--- src/rtl/case_cmd_encoder_if.sv ---
// case_cmd_encoder_if
//   Handshake bundle between an upstream character source, the encoder and
//   the downstream control/transform block.
//   Upstream side : inValid, inReady, inData[7:0], inMode[1:0]
//   Downstream side: outValid, outReady, outData[7:0]
//   modport master : the environment (drives characters and outReady)
//   modport slave  : the encoder
interface case_cmd_encoder_if;
  logic       inValid;
  logic       inReady;
  logic [7:0] inData;
  logic [1:0] inMode;
  logic       outValid;
  logic       outReady;
  logic [7:0] outData;

  modport master (
    output inValid, inData, inMode, outReady,
    input  inReady, outValid, outData
  );

  modport slave (
    input  inValid, inData, inMode, outReady,
    output inReady, outValid, outData
  );
endinterface

--- src/rtl/case_cmd_encoder.sv ---
// case_cmd_encoder
//   Turns a stream of (character, case mode) pairs into a byte stream for the
//   case-transform receiver. A mode change inserts ESC (0x1B) + command letter
//   (N=0x4E L=0x4C U=0x55 C=0x43) before the character. A literal ESC is
//   followed by a redundant letter for the current mode so every ESC on the
//   wire is always followed by a legal command.
// Ports
//   clock         rising-edge clock
//   reset         asynchronous active-low reset
//   bus (slave)   inValid/inReady/inData/inMode upstream,
//                 outValid/outReady/outData downstream (single output register)
//   curMode       receiver mode once every emitted byte has been consumed
//   busy          high while the FSM is outside IDLE
// Optional feature macro: CASE_ENC_RESYNC_EN
//   When defined, after RESYNC_PERIOD data bytes without a command letter the
//   next same-mode character is preceded by ESC + letter(curMode).
module case_cmd_encoder #(
  parameter int RESYNC_PERIOD = 16,
  parameter int CNT_W         = 5
) (
  input  logic                clock,
  input  logic                reset,
  case_cmd_encoder_if.slave   bus,
  output logic [1:0]          curMode,
  output logic                busy
);

  localparam logic [7:0] ESC = 8'h1B;

  typedef enum logic [1:0] {IDLE, CMD, CHAR, FIX} state_t;

  if ((2 ** CNT_W) <= RESYNC_PERIOD) begin : g_cfg_check
    $error("case_cmd_encoder: CNT_W too narrow for RESYNC_PERIOD");
  end

  state_t     state_q, state_d;
  logic       out_valid_q, out_valid_d;
  logic [7:0] out_data_q, out_data_d;
  logic [1:0] cur_mode_q, cur_mode_d;
  logic [7:0] pend_char_q, pend_char_d;
  logic [1:0] pend_mode_q, pend_mode_d;

  logic slot_free;
  logic in_ready;
  logic accept;
  logic resync;
  logic cmd_needed;

  function automatic logic [7:0] letter(input logic [1:0] m);
    case (m)
      2'd0:    letter = 8'h4E;
      2'd1:    letter = 8'h4C;
      2'd2:    letter = 8'h55;
      default: letter = 8'h43;
    endcase
  endfunction

  assign slot_free  = !out_valid_q || bus.outReady;
  assign in_ready   = reset && (state_q == IDLE) && slot_free;
  assign accept     = bus.inValid && in_ready;
  assign cmd_needed = (bus.inMode != cur_mode_q) || resync;

`ifdef CASE_ENC_RESYNC_EN
  logic [CNT_W-1:0] cnt_q, cnt_d;
  logic             load_data;
  logic             load_letter;

  assign resync      = (cnt_q == CNT_W'(RESYNC_PERIOD));
  // Counter bookkeeping derived from the same load conditions the FSM uses,
  // so the FSM body is identical in both builds.
  assign load_letter = slot_free && ((state_q == CMD) || (state_q == FIX));
  assign load_data   = (slot_free && (state_q == CHAR)) || (accept && !cmd_needed);

  always_comb begin
    cnt_d = cnt_q;
    if (load_letter)    cnt_d = '0;
    else if (load_data) cnt_d = cnt_q + 1'b1;
  end

  always_ff @(posedge clock or negedge reset) begin
    if (!reset) cnt_q <= '0;
    else        cnt_q <= cnt_d;
  end
`else
  assign resync = 1'b0;
`endif

  always_comb begin
    state_d     = state_q;
    out_data_d  = out_data_q;
    cur_mode_d  = cur_mode_q;
    pend_char_d = pend_char_q;
    pend_mode_d = pend_mode_q;
    // A free slot means the current byte (if any) leaves this cycle.
    out_valid_d = slot_free ? 1'b0 : out_valid_q;

    case (state_q)
      IDLE: begin
        if (accept) begin
          out_valid_d = 1'b1;
          if (cmd_needed) begin
            out_data_d  = ESC;
            pend_char_d = bus.inData;
            pend_mode_d = bus.inMode;
            state_d     = CMD;
          end else if (bus.inData == ESC) begin
            out_data_d = ESC;
            state_d    = FIX;
          end else begin
            out_data_d = bus.inData;
          end
        end
      end
      CMD: begin
        if (slot_free) begin
          out_valid_d = 1'b1;
          out_data_d  = letter(pend_mode_q);
          cur_mode_d  = pend_mode_q;
          state_d     = CHAR;
        end
      end
      CHAR: begin
        if (slot_free) begin
          out_valid_d = 1'b1;
          out_data_d  = pend_char_q;
          state_d     = (pend_char_q == ESC) ? FIX : IDLE;
        end
      end
      FIX: begin
        if (slot_free) begin
          out_valid_d = 1'b1;
          out_data_d  = letter(cur_mode_q);
          state_d     = IDLE;
        end
      end
      default: state_d = IDLE;
    endcase
  end

  always_ff @(posedge clock or negedge reset) begin
    if (!reset) begin
      state_q     <= IDLE;
      out_valid_q <= 1'b0;
      out_data_q  <= '0;
      cur_mode_q  <= '0;
      pend_char_q <= '0;
      pend_mode_q <= '0;
    end else begin
      state_q     <= state_d;
      out_valid_q <= out_valid_d;
      out_data_q  <= out_data_d;
      cur_mode_q  <= cur_mode_d;
      pend_char_q <= pend_char_d;
      pend_mode_q <= pend_mode_d;
    end
  end

  assign bus.inReady  = in_ready;
  assign bus.outValid = out_valid_q;
  assign bus.outData  = out_data_q;
  assign curMode      = cur_mode_q;
  assign busy         = (state_q != IDLE);

endmodule

--- src/flat_wrapper.sv ---
// flat-port wrapper written by rule: the top's interface ports become plain ports
module case_cmd_encoder_flat 
#(
  parameter int RESYNC_PERIOD = 16,
  parameter int CNT_W         = 5
)
  (clock, reset, curMode, busy, bus_inValid, bus_inData, bus_inMode, bus_outReady, bus_inReady, bus_outValid, bus_outData);
  case_cmd_encoder_if bus_i ();
  input  logic clock;
  input  logic reset;
  output logic [1:0] curMode;
  output logic busy;
  input wire logic [$bits(bus_i.inValid)-1:0] bus_inValid;
  input wire logic [$bits(bus_i.inData)-1:0] bus_inData;
  input wire logic [$bits(bus_i.inMode)-1:0] bus_inMode;
  input wire logic [$bits(bus_i.outReady)-1:0] bus_outReady;
  output wire logic [$bits(bus_i.inReady)-1:0] bus_inReady;
  output wire logic [$bits(bus_i.outValid)-1:0] bus_outValid;
  output wire logic [$bits(bus_i.outData)-1:0] bus_outData;
  assign bus_i.inValid = bus_inValid;
  assign bus_i.inData = bus_inData;
  assign bus_i.inMode = bus_inMode;
  assign bus_i.outReady = bus_outReady;
  assign bus_inReady = bus_i.inReady;
  assign bus_outValid = bus_i.outValid;
  assign bus_outData = bus_i.outData;
  case_cmd_encoder #(.RESYNC_PERIOD(RESYNC_PERIOD), .CNT_W(CNT_W)) u_core (.clock(clock), .reset(reset), .bus(bus_i), .curMode(curMode), .busy(busy));
endmodule
--- config.mk ---
export PLATFORM = sky130hd
export DESIGN_NAME = case_cmd_encoder_flat
export DESIGN_NICKNAME = d
export VERILOG_FILES = /design/src/rtl/case_cmd_encoder_if.sv /design/src/rtl/case_cmd_encoder.sv /design/src/flat_wrapper.sv
export SDC_FILE = /design/constraint.sdc
export NUM_CORES = 1
export LEC_CHECK = 0
export BUFFER_PORTS_ARGS = -buffer_cell sky130_fd_sc_hd__buf_4
export CELL_PAD_IN_SITES_DETAIL_PLACEMENT = 1
export CELL_PAD_IN_SITES_GLOBAL_PLACEMENT = 1
export CORE_UTILIZATION = 41
export CTS_CLUSTER_DIAMETER = 50
export CTS_CLUSTER_SIZE = 12
export DETAILED_ROUTE_END_ITERATION = 10
export PLACE_DENSITY_LB_ADDON = 0.1
export SETUP_SLACK_MARGIN = 0.5
export SYNTH_ARGS = -nofsm -noshare
export SYNTH_HDL_FRONTEND = slang
export SYNTH_SLANG_ARGS = --single-unit
--- constraint.sdc ---
create_clock -name clock -period 2.5 [get_ports clock]
set_clock_uncertainty 0.2 [all_clocks]
set_input_delay 0.125 -clock clock [delete_from_list [all_inputs] [get_ports clock]]
set_output_delay 0.125 -clock clock [all_outputs]
set_load 0.1 [all_outputs]
## Word level (Yosys, flattened, before mapping)

Cells that the tools add are included.

| cells by class | value |
|---|---|
| eq/ne operators | 15 |
| muxes and demuxes | 21 |
| reduce and logical (&&, ||, !) cells | 14 |

Operator list:

| cell | number |
|---|---|
| $mux 8 | 6 |
| $pmux 8 s4 | 1 |
| $pmux 5 s3 | 2 |
| $eq 8x5->1 const B | 2 |
| $mux 2 | 7 |
| $eq 2x2->1 const B | 4 |
| $ne 2x1->1 const B | 4 |
| $pmux 2 s4 | 1 |
| $eq 2x1->1 const B | 3 |
| $logic_not 2->1 | 3 |
| $reduce_and 5->1 | 1 |
| $reduce_and 4->1 | 1 |
| $logic_and 1x1->1 | 3 |
| $mux 1 | 3 |
| $ne 3x2->1 const B | 1 |
| $reduce_and 3->1 | 1 |
| $reduce_or 3->1 | 1 |
| $ne 2x2->1 | 1 |
| $pmux 1 s2 | 1 |
| $reduce_and 2->1 | 1 |
| $reduce_bool 2->1 | 1 |
| $logic_not 1->1 | 1 |
| $logic_or 1x1->1 | 1 |

| storage, ports and cells | value |
|---|---|
| register bits | 23 |
| input port bits | 14 |
| output and inout bits | 13 |
| logic and storage cells | 56 |

## Depth between registers and ports, before layout

| depth | value |
|---|---|
| depth in word-level cells | 6 |
| depth in mapped cells | 6 |
| depth with buffers taken out | 6 |

## Worst setup path after synthesis

No wires, ideal clock.

| timing path | value |
|---|---|
| path kind | reg2reg |
| start point | register u_core.cur_mode_q[0], in the netlist u_core.curMode[0] |
| end point | register u_core.pend_char_q[0] |
| setup time | 0.125 ns |
| arrival | 2.347 ns |
| data required time | 2.175 ns |
| slack | -0.172 ns |
| stages on the path, launching flop included | 4 |
| path buffers | 0 |
| period minus slack after synthesis | 2.672 ns |
| path through | dfrtp_1 -> xnor2_1 -> a2111oi_4 -> mux2_2 |

| between the ends | value |
|---|---|
| word-level cells in the longest chain between the ends | 2 |

RTL lines:

| item | line | source |
|---|---|---|
| start, declared | case_cmd_encoder.sv:39 | `logic [1:0] cur_mode_q, cur_mode_d;` |
| start signal, assigned | case_cmd_encoder.sv:152 | `cur_mode_q <= cur_mode_d;` |
| $ne 2x2->1 | case_cmd_encoder.sv:61 | `assign cmd_needed = (bus.inMode != cur_mode_q) \|\| resync;` |
| $reduce_and 3->1 (no source line) | - |  |
| end signal, assigned | case_cmd_encoder.sv:153 | `pend_char_q <= pend_char_d;` |
| end, declared | case_cmd_encoder.sv:40 | `logic [7:0] pend_char_q, pend_char_d;` |

No other way between the ends.
A chain may end at the register's enable or synchronous reset.

## Worst setup path after layout

| timing path | value |
|---|---|
| start point | register u_core.cur_mode_q[1], in the netlist u_core.curMode[1] |
| end point | register u_core.pend_char_q[1] |

The elaborated chain is that of the path after synthesis.

==> results.md <==
| Metric | Reported |
|---|---|
| Worst slack, placed | 0.376 ns |
| Period utilization | 78.1% |
| Pin count of the biggest net entering global routing | 24 |
| YS warnings | 0 |
| Router iterations before antenna repair | 7 |
| Initial cell density of the core | 44.6% |
| Worst path cell trace | xnor2_4 -> a2111oi_4 -> buf_6 -> mux2_2 |
| Ranking of synthesized cells by area | dfrtp_1 (45%), mux2_2 (9.7%), ha_1 (7.9%) |
| Total buffers and inverters traversed by the critical path | 1 |
| Diodes inserted | 0 |
| Required time of the critical path | 2.50 ns |
| H-tree Lvls | 1 |
| Arrival time worst endpoint | 1.95 ns |
| Final WL | 3340 um |
| Clock insertion delay at the later pin of the skew report | 0.31 ns |
| Dominant register cell in the synthesized netlist | dfrtp_1 |
| Kind of capture point of the worst setup path | register |
| Initial antenna violation count | 0 |
| Hpwl dp | 2400 um |
| Share of synthesized area occupied by flip-flops and latches | 45.2% |
| Share of layout cells above drive strength 1 | 32.7% |
| Number of buffers between clock root and the deepest sink | 2 |
| Clock transition at the registers of the reported paths | 0.13 ns |
| Number of max-capacitance violations reported | 0 |
| Filler cell count in the final layout | 309 |
| Slew @ Worst Pin | 1.08 ns |
| Post-synthesis area per instance | 10.8 um^2 |
| Run status | finished with violations |
| Remaining number of nets flagged by the antenna check after routing | 0 |
| Total congestion overflow | 0 |
| Max-slew headroom | 27.9% |
| Port bufs | 26 |
| Count of vias placed by the detailed router | 1,085 |
| Worst Setup Path Type | register to register |
| Count of distinct cell types in the synthesized netlist | 34 |
| Average detailed-routed wire length per instance | 17.3 um |
| Number of global-route vias before repair | 1,151 |
| Worst Slack Setup Final | 0.547 ns |
| Final #Nets | 185 |
| Total clock sinks | 23 |
| Die boundary width | 57.7 um |
| Setup repair after global routing missed its margin | yes |
| Critical Path Fanout Max | 10 |
| Core outline area | 2850 um^2 |
| Max Slew Vio Count | 0 |
| Number of enable-type register cells in the synthesized netlist | 0 |
| Worst hold margin | 0.293 ns |
| Post-synth top area cell | dfrtp_1 |
| Number of setup violations in the final report | 0 |
| Slowest library cell on the worst path | dfrtp_4 |
| Die ar. | 3330 um^2 |
| Number of vias per cell | 5.62 |
| GP Congestion | 0.751 |
| Final critical-path required period | 1.95 ns |
| Total I/O pin count | 27 |
| Placement Rows | 19 |
| Most instantiated library cell after synthesis | dfrtp_1 |
| Area share of the largest cell type after synthesis | 45.2% |
| Drt drc | 2 |
| Summed instance area of the synthesized netlist | 1270 um^2 |
| CTS tree | built |
| Number of standard cells in the final layout excluding fillers | 193 |
| Synthesized instance count | 118 |
| Worst setup SP type | register |
| Share of synthesized registers carrying an async set or reset | 100% |
| Cell at the root of the clock tree | clkbuf_4 |
| Violated checks | design-rule violations |
| Placed cells | 174 |
| Synth-to-Final Area Change | 35.7% |
| Count of endpoints failing hold in the final timing report | 0 |
| Family with the most delay on the worst path | flip-flops |
| Total negative setup slack | 0 ns |
| Achievable Freq | 512 MHz |
| Die height | 57.7 um |
| Iteration-0 DRC count of the detailed router | 41 |
| Wire length of the first global-routing pass | 5530 um |
| Global-route usage over all layers | 22.1% |
| Hold Crit Class | register to register |
| Worst stage delay on the critical path | 0.55 ns |
| Commonest cells in the netlist | dfrtp_1 (23), nand2_1 (13), mux2_2 (11) |
| Number of clock buffers inserted by TritonCTS | 3 |
| Synth Net Count | 140 |
| Number of synthesized register bits | 23 |
repair_timing:
action,in CTS,in global routing
setup buffers,1,0
hold endpoints to repair,38,0
gates resized for setup,1,1
pin swaps,1,0
setup endpoints to repair,10,10
hold buffers,14,0
flip-flops by register name (all words and copies together), names as in the netlist:
| name | cells |
|---|---|
| u_core.pend_char_q | 8 |
| u_core.state_q | 2 |
| u_core.bus.outValid | 1 |
| u_core.curMode | 2 |
| u_core.pend_mode_q | 2 |
| u_core.bus.outData | 8 |
worst reg2reg max path, cell delays in order (launching register included):
cell and delay (ns):
dfrtp_4 0.55, xnor2_4 0.17, a2111oi_4 0.37, buf_6 0.20
mux2_2 0.35
stage by stage:
stage               util [%]  cell area [um^2]
floorplan                  -              1310
global placement        54.3              1550
detailed placement      54.3              1550
CTS                     60.4              1720
global route            60.6              1730
finish                  60.6              1730
final timing paths:
check	from	to	cells past startpoint	slack [ns]
worst max-delay path	u_core.curMode[1]	u_core.pend_char_q[1]	4	0.55
worst min-delay path	u_core.bus.outData[6]	u_core.bus.outData[6]	2	0.29
worst max register to register	u_core.curMode[1]	u_core.pend_char_q[1]	4	0.55
worst min register to register	u_core.bus.outData[6]	u_core.bus.outData[6]	2	0.29
max in group asynchronous	reset	u_core.curMode[1]	2	0.98
min in group asynchronous	reset	u_core.bus.outData[5]	2	0.35
kinds of logic after synthesis:
family,Yosys count,share of synthesized area [%]
buf+inv,8,2.36
xor+xnor,2,1.38
fa+ha+maj,8,7.86
mux,13,11.3
simple gates,38,16.2
compound gates,26,15.7
flops,23,45.2
cells in the final DEF, fill, tap and decap left out, types with 2 or more instances in the layout:
cell           count
buf_4             28
dfrtp_1           19
dlygate4sd3_1     14
nand2_1           13
mux2_2            11
o21ai_0            9
ha_1               8
nor2_1             6
inv_1              4
nand3_1            3
nor2b_1            3
a221oi_1           3
o221ai_1           3
clkbuf_4           3
nand2b_1           2
a21o_1             2
a21oi_1            2
nor4bb_1           2
nor3_1             2
mux2i_1            2
dfrtp_2            2
dfrtp_4            2
metal layers:
metal	global-route usage (%)	vias to the layer above	part of all wire [%]
met3	2.01	2	2.8
li1	-	522	-
met4	6.46	0	0.51
met5	0	-	0
met2	38.5	17	51
met1	29.6	544	46
layout make-up:
type | count | area, um^2 | share of cell area [%]
clock buffer | 4 | 26.3 | 1.52
inverter | 5 | 21.3 | 1.23
multi-input combinational | 87 | 694 | 40.2
sequential | 23 | 586 | 33.9
tap | 31 | 38.8 | 2.24
timing repair buffer | 43 | 362 | 20.9
Power is left out: the tool's default activity adds up to more than one toggle a clock period on the data nets, which glitch-free logic cannot reach.
